<file path="config.mk">
export PLATFORM = sky130hd
export DESIGN_NAME = bram_boot_ctrl
export DESIGN_NICKNAME = d
export VERILOG_FILES = /design/src/rtl/bram_boot_ctrl_pkg.sv /design/src/rtl/boot_addr_check.sv /design/src/rtl/bram_boot_ctrl.sv
export SDC_FILE = /design/constraint.sdc
export NUM_CORES = 1
export LEC_CHECK = 0
export CAP_MARGIN = 15
export CORE_UTILIZATION = 30
export CTS_CLUSTER_SIZE = 14
export DETAILED_ROUTE_END_ITERATION = 12
export PLACE_DENSITY = 0.83
export SLEW_MARGIN = 20
export SYNTH_ARGS = -nofsm -noshare
export SYNTH_HDL_FRONTEND = slang
export SYNTH_SLANG_ARGS = --single-unit
</file>
<file path="constraint.sdc">
create_clock -name clk -period 2.65 [get_ports clk]
set_clock_uncertainty 0.2 [all_clocks]
set_input_delay 0.265 -clock clk [delete_from_list [all_inputs] [get_ports clk]]
set_output_delay 0.265 -clock clk [all_outputs]
set_load 0.05 [all_outputs]
</file>
<file path="src/rtl/bram_boot_ctrl_pkg.sv">
`default_nettype none
// ============================================================================
// Module   : bram_boot_ctrl_pkg
// Brief    : Shared types and constants for the BRAM boot controller.
// Revision : 1.0 - initial release
// ============================================================================
package bram_boot_ctrl_pkg;

    // Controller states; the encoding is visible on state_o.
    typedef enum logic [1:0] {
        ST_LOAD  = 2'd0,
        ST_PRIME = 2'd1,
        ST_RUN   = 2'd2,
        ST_FLUSH = 2'd3
    } boot_state_t;

    // Full-word byte enable used for every host write.
    localparam logic [3:0]  WE_ALL       = 4'hF;

    // Address presented to the BRAM while the core is held in reset.
    localparam logic [31:0] RESET_VECTOR = 32'h0000_0000;

endpackage : bram_boot_ctrl_pkg
`default_nettype wire

</file>
<file path="src/rtl/boot_addr_check.sv">
`default_nettype none
// ============================================================================
// Module   : boot_addr_check
// Brief    : Combinational legality check of a host byte address against the
//            instruction BRAM depth (word aligned and inside MEM_WORDS).
// Revision : 1.0 - initial release
// ============================================================================
module boot_addr_check #(
    parameter int MEM_WORDS = 1024
) (
    input  logic [31:0] i_addr,
    output logic        o_legal
);

    logic w_aligned;
    logic w_in_range;

    // Word index is compared zero-extended so any MEM_WORDS fits the compare.
    assign w_aligned  = (i_addr[1:0] == 2'b00);
    assign w_in_range = ({2'b00, i_addr[31:2]} < 32'(MEM_WORDS));
    assign o_legal    = w_aligned & w_in_range;

endmodule : boot_addr_check
`default_nettype wire

</file>
<file path="src/rtl/bram_boot_ctrl.sv">
`default_nettype none
// ============================================================================
// Module   : bram_boot_ctrl
// Brief    : Loads a program image from a host stream into the instruction
//            BRAM, then releases the core and hands it the BRAM read port.
//            A reload request stops the core and re-enters load mode.
// Revision : 1.0 - initial release
// ============================================================================
module bram_boot_ctrl
    import bram_boot_ctrl_pkg::*;
#(
    parameter int MEM_WORDS = 1024,
    parameter int CNT_W     = 16
) (
    input  logic             clk,
    input  logic             reset,
    input  logic             host_valid,
    output logic             host_ready,
    input  logic [31:0]      host_addr,
    input  logic [31:0]      host_data,
    input  logic             host_last,
    input  logic             reload_req,
    input  logic [31:0]      core_pc,
    output logic             core_rst,
    output logic             bram_en,
    output logic [3:0]       bram_we,
    output logic [31:0]      bram_addr,
    output logic [31:0]      bram_din,
    output logic [1:0]       state_o,
    output logic [CNT_W-1:0] word_cnt,
    output logic             err
);

    boot_state_t      r_state;
    boot_state_t      w_next_state;
    logic             w_legal;
    logic             w_handshake;
    logic             w_write;
    logic             w_reject;
    logic [CNT_W-1:0] r_word_cnt;
    logic             r_err;

    boot_addr_check #(
        .MEM_WORDS (MEM_WORDS)
    ) u_addr_check (
        .i_addr  (host_addr),
        .o_legal (w_legal)
    );

    // While reset is high nothing may reach the BRAM even though the state
    // already reads LOAD, so the handshake is masked by reset.
    assign w_handshake = host_valid & host_ready & ~reset;

    // State register; asynchronous reset lands directly in LOAD.
    always_ff @(posedge clk or posedge reset) begin
        if (reset) begin
            r_state <= ST_LOAD;
        end else begin
            r_state <= w_next_state;
        end
    end

    // Next-state decode and BRAM port mux.
    always_comb begin
        w_next_state = r_state;
        host_ready   = 1'b0;
        core_rst     = 1'b1;
        bram_en      = 1'b0;
        bram_we      = 4'h0;
        bram_addr    = 32'h0;
        bram_din     = 32'h0;
        w_write      = 1'b0;
        w_reject     = 1'b0;
        case (r_state)
            ST_LOAD: begin
                host_ready = 1'b1;
                if (w_handshake) begin
                    if (w_legal) begin
                        w_write   = 1'b1;
                        bram_en   = 1'b1;
                        bram_we   = WE_ALL;
                        bram_addr = host_addr;
                        bram_din  = host_data;
                    end else begin
                        w_reject  = 1'b1;
                    end
                    // The image ends on last even if that word was rejected.
                    if (host_last) begin
                        w_next_state = ST_PRIME;
                    end
                end
            end
            ST_PRIME: begin
                // Prefetch the reset vector to cover the BRAM read latency.
                bram_en      = 1'b1;
                bram_addr    = RESET_VECTOR;
                w_next_state = ST_RUN;
            end
            ST_RUN: begin
                core_rst  = 1'b0;
                bram_en   = 1'b1;
                bram_addr = core_pc;
                if (reload_req) begin
                    w_next_state = ST_FLUSH;
                end
            end
            ST_FLUSH: begin
                w_next_state = ST_LOAD;
            end
            default: begin
                w_next_state = ST_LOAD;
            end
        endcase
    end

    // Saturating written-word counter, cleared on the way back into LOAD.
    always_ff @(posedge clk or posedge reset) begin
        if (reset) begin
            r_word_cnt <= '0;
        end else if (r_state == ST_FLUSH) begin
            r_word_cnt <= '0;
        end else if (w_write && (r_word_cnt != {CNT_W{1'b1}})) begin
            r_word_cnt <= r_word_cnt + 1'b1;
        end
    end

    // Sticky error flag; only reset clears it, a reload keeps it.
    always_ff @(posedge clk or posedge reset) begin
        if (reset) begin
            r_err <= 1'b0;
        end else if (w_reject) begin
            r_err <= 1'b1;
        end
    end

    assign state_o  = r_state;
    assign word_cnt = r_word_cnt;
    assign err      = r_err;

endmodule : bram_boot_ctrl
`default_nettype wire

</file>
==> After elaboration in Yosys (flattened, before gate mapping) <==
Cells that the tools add are included.
{ "totals": {"input_bits": 101, "wordCells": 46, "regBits": 19, "out_inout_bits": 90} }
{ "op_classes": {"n_reduce_logical": 6, "mux": 24, "n_eq_ne": 7, "bitwise_logic": 4, "order_cmp": 1, "n_addsub": 1} }
{ "op_table": {"columns": ["operator", "count"], "rows": [
  ["$mux W32", 5],
  ["$pmux W32 S2", 1],
  ["$mux W16", 2],
  ["$lt A30 B11 Y1 const B", 1],
  ["$add A16 B1 Y16 const B", 1],
  ["$ne A16 B16 Y1 const B", 1],
  ["$mux W4", 3],
  ["$mux W1", 8],
  ["$pmux W2 S4", 1],
  ["$mux W2", 3],
  ["$ne A2 B2 Y1 const B", 3],
  ["$eq A2 B2 Y1 const B", 2],
  ["$logic_not A2 Y1", 2],
  ["$and A1 B1 Y1", 3],
  ["$reduce_and A3 Y1", 1],
  ["$eq A2 B1 Y1 const B", 1],
  ["$pmux W1 S2", 1],
  ["$reduce_bool A2 Y1", 1],
  ["$reduce_or A2 Y1", 1],
  ["$logic_and A1 B1 Y1", 1],
  ["$not A1 Y1", 1]
]} }

==> Depth between registers and ports, before layout <==
{ "depth": {"ltp_word": 9, "mapped_depth": 7, "depth_no_buf": 6} }

==> By module <==
Synthesis repeated with hierarchy kept, for this count alone.
{ "unflattened": {"cells_unflattened": 205, "hier_area_um2": 1784.2} }
{ "modules_own_cells": {"columns": ["mod", "area_each_um2", "instances", "cells_per_inst", "seq_area_each_um2"], "rows": [
  ["bram_boot_ctrl", 1732.9, 1, 198, 475.5],
  ["boot_addr_check", 51.3, 1, 7, 0.0]
]} }

==> Worst setup path after synthesis <==
No wires, ideal clock.
{ "synth_path": {"path_kind": "register to output", "start": "reg r_state[0], in the netlist state_o[0]", "end": "out bram_en", "t_arrival_ns": 2.721, "path_buffers": 1, "setup_slack_ns": -0.536, "t_required_ns": 2.185, "stages_incl_launch_ff": 8, "path_cell_list": "dfrtp_1 > inv_1 > ha_1 > and3b_1 > and3_1 > clkbuf_1 > a21oi_1 > nor2_1"} }
{ "synth_between": {"elab_chain_cells": 6, "word_cells_on_any_way": 9, "cone_classes": "eq/ne: 2; mux: 3; bitwise: 2; reduce/logical: 2"} }
{ "synth_rtl": {"columns": ["element", "line", "text"], "rows": [
  ["from (decl)", "bram_boot_ctrl.sv:34", "boot_state_t r_state;"],
  ["from (signal assigned)", "bram_boot_ctrl.sv:59", "r_state <= w_next_state;"],
  ["$logic_not A2 Y1", "bram_boot_ctrl.sv:74", "case (r_state)"],
  ["$mux W1", "bram_boot_ctrl.sv:74", null],
  ["named net host_ready", "bram_boot_ctrl.sv:18", "output logic host_ready,"],
  ["$and A1 B1 Y1 (2 in series)", "bram_boot_ctrl.sv:52", "assign w_handshake = host_valid & host_ready & ~reset;"],
  ["$mux W1", "bram_boot_ctrl.sv:77", "if (w_handshake) begin"],
  ["$pmux W1 S2", "bram_boot_ctrl.sv:74", null],
  ["to (decl)", "bram_boot_ctrl.sv:25", "output logic bram_en,"]
]} }
The timed path passes the listed nets, and every way through them passes these cells.

==> Worst setup path after layout <==
{ "layout_path": {"start": "reg r_state[0], in the netlist state_o[0]", "end": "out bram_din[17]"} }
{ "layout_between": {"elab_chain_cells": 6} }
{ "layout_rtl": {"columns": ["element", "line", "text"], "rows": [
  ["$logic_not A2 Y1 *", "bram_boot_ctrl.sv:74", null],
  ["$mux W1", "bram_boot_ctrl.sv:74", null],
  ["$and A1 B1 Y1 (2 in series)", "bram_boot_ctrl.sv:52", null],
  ["$mux W32", "bram_boot_ctrl.sv:77", null],
  ["$mux W32 *", "bram_boot_ctrl.sv:74", null],
  ["to (decl)", "bram_boot_ctrl.sv:28", "output logic [31:0] bram_din,"]
]} }
Every way passes the cells marked *; elsewhere a longest branch is shown, timed or not.

==> metrics.md <==
| Metric | Value |
|---|---|
| Share of the synthesized area in the top cell type | `25.1%` |
| Final Critical Period | `around 2.5 ns` |
| Worst IR Drop VDD | `0.000621 V` |
| Fmax | `a little under 0.4 GHz` |
| Fin nets | `about 520` |
| Largest net degree at the start of global routing | `34` |
| WL/cell | `around 19 um` |
| Global Route Usage Sum | `28.0%` |
| CP Class | `reg -> out` |
| Reg2Reg Depth | `6` |
| Cell taking the most area after synthesis | `dfrtp_1` |
| Routed wire length | `~9400 um` |
| Required time of the critical path | `approximately 2.2 ns` |
| P_leak | `a little under 2 nW` |
| FF+latch count, synth | `19` |
| Starting DRT DRC Count | `92` |
| CP max stage delay | `just over 0.4 ns` |
| Area growth syn-to-layout | `148%` |
| Final Wtd Congestion | `around 0.83` |
| Total number of vias | `about 2600` |
| Slowest-stage cell, CP | `dfrtp_1` |
| DRT Pass-1 Iters | `4` |
| Worst endpoint data arrival time | `2.06 ns` |
| Die ar. | `approximately 0.0066 mm^2` |
| Layout cell share with drive strength beyond 1 | `32.8%` |
| Synth top cells by count | `34 x and3_1, 23 x and2_1, 19 x dfrtp_1` |
| Syn Nets | `around 330` |
| Critical path depth in cells | `7` |
| Placed inst area | `0.00464 mm^2` |
| Status | `completed` |
| Post-synth EDFFs | `0` |
| CORE AREA | `between 0.005 and 0.006 mm^2` |
| Routed vias/inst | `~5.2` |
| Distinct cells, synth | `35` |
| Worst hold path class | `in -> async` |
| Die width | `81.4 um` |
| Row count | `28` |
| Pre-CTS setup slack | `about 0.0079 ns` |
| CP cell instances | `inv_1 > ha_2 > and3b_1 > and3_1 > buf_6 > and3_2 > buf_12` |
| Top delay family on crit path | `simple AND/OR/NAND/NOR gates` |
| Worst-path fanout max | `23` |
| Max-cap violations | `0` |
| Final Cycle Share | `a little over nine tenths` |
| Number of antenna violations at the first check in global routing | `2` |
| Buf+Inv Stages, Crit Path | `3` |
| Post-CTS sizing | `0` |
| Final hold violation count | `0` |
| Global-route wire length before repair | `13800 um` |
| Hpwl dp | `about 8000 um` |
| Longest Clk Path Bufs | `2` |
| Vias in the first global route | `2551` |
| Remaining antenna violation count after routing | `0` |
| CTS tree | `yes` |
| Htree depth | `1` |
| Post-CTS Setup Bufs | `0` |
| Crit. End Element | `output port` |
| Syn. warnings | `0` |
| CTS Buf Count | `3` |
| Post-Syn Area | `0.00189 mm^2` |
| Final instance area | `0.00470 mm^2` |
| Synth top area cells | `dfrtp_1 25%, and3_1 11%, and2_1 7.6%` |
| Crit path launch type | `register` |
| GRT overflow | `0` |
| Mapped Cells | `227` |
| IO Count | `~190` |
| Clock sinks | `19` |
| Final Slew Violations | `0` |
| Reg clk slew, reported paths | `0.07 ns` |
| Post-synthesis sequential area ratio | `roughly a quarter` |
| Hold buffers post-CTS | `0` |
| Relative slew slack | `52.1%` |
| Final setup fails | `0` |
| Initial Utilization | `31.6%` |
| Post-synthesis async set-or-reset flop share | `100%` |
| Most numerous cell in the Yosys netlist | `and3_1` |
| Final WS setup | `0.127 ns` |
| Setup TNS | `0 ns` |
| Worst-skew pair later-pin latency | `about 0.26 ns` |
| Main synth FF type | `dfrtp_1` |
| DR DRC count | `0` |
| Pwr/cell area | `between 500 and 600 mW/mm^2` |
| Syn avg cell area | `approximately 8.3 um^2` |
| Worst slew pin tran | `roughly 0.72 ns` |
| Root buf cell | `clkbuf_8` |
| Die H | `a little over 80 um` |
| PortBufs | `190` |
-- metrics by stage --
stage	power (W)	util, %	hold WS (ns)	std cells
6_report	0.00268	78.4	0.263	492
5_1_grt	0.00279	78.4	0.299	492
2_1_floorplan	0.00142	-	0.0161	227
3_3_place_gp	0.00245	77.4	0.267	486
4_1_cts	0.00269	78.2	0.273	490
3_5_place_dp	0.00249	77.4	0.257	486
-- cells in the final DEF (no fill, tap or decap), types with 2 or more instances in the layout --
| cell type | count |
|---|---|
| clkdlybuf4s50_1 | 120 |
| buf_12 | 70 |
| and3_2 | 29 |
| and2_1 | 23 |
| dfrtp_1 | 19 |
| nor2_1 | 17 |
| nor4_1 | 15 |
| nor2b_1 | 14 |
| buf_4 | 14 |
| a22o_1 | 10 |
| mux2_1 | 9 |
| nand4_1 | 8 |
| nand3_1 | 7 |
| nor4_2 | 7 |
| mux2_2 | 6 |
| nand2_1 | 5 |
| inv_1 | 5 |
| and3_1 | 5 |
| and4_1 | 4 |
| ha_1 | 3 |
| clkbuf_8 | 3 |
| diode_2 | 2 |
| nor4b_1 | 2 |
| or4_1 | 2 |
| a21oi_1 | 2 |
-- where the power goes --
part | switching [W] | internal, W | leakage, nW
registers | 0.0000178 | 0.000308 | 0.256
logic | 0.00118 | 0.000975 | 1.68
clock network | 0.0000963 | 0.000107 | 0.0228
-- logic make-up (layout without fill, tap and decap cells) --
family / count (synthesis) / count (layout) / share of synthesized area [%]
simple gates: 144 / 144 / 48.5
buf+inv: 26 / 214 / 6.68
compound gates: 19 / 19 / 8.14
flops: 19 / 19 / 25.1
mux: 15 / 15 / 8.93
fa+ha+maj: 4 / 4 / 2.65
other cells: 0 / 2 / 0
-- final cells by class --
class	count	area, um^2
Timing Repair Buffer	205	2720
Sequential cell	19	475
Antenna cell	2	5.00
Inverter	5	18.8
Tap cell	75	93.8
Clock buffer	4	45.0
Multi-Input combinational cell	182	1340
Fill cell	376	1290
-- sequential cells by signal, indices dropped and copies added (netlist names) --
name      cells
err           1
state_o       2
word_cnt     16
-- layer usage --
| metal | track usage (%) | up-vias | wire, um |
|---|---|---|---|
| met3 | 8.44 | 45 | 798 |
| met5 | 0 | - | 0 |
| met2 | 49.8 | 125 | 4700 |
| met4 | 20.4 | 0 | 674 |
| met1 | 27.3 | 1187 | 3210 |
| li1 | - | 1210 | - |
-- worst paths after layout --
path | from | end | slack [ns]
min reg2reg | err$_DFFE_PP0P_ | err$_DFFE_PP0P_ | 0.27
max in group asynchronous | reset | word_cnt[6]$_DFFE_PP0P_ | 1.54
max | state_o[0]$_DFFE_PP0P_ | bram_din[17] | 0.13
min | reset | word_cnt[11]$_DFFE_PP0P_ | 0.26
max reg2reg | state_o[0]$_DFFE_PP0P_ | word_cnt[4]$_DFFE_PP0P_ | 0.21
min in group clk | err$_DFFE_PP0P_ | err$_DFFE_PP0P_ | 0.27
Power figures use the tool's default switching activity.
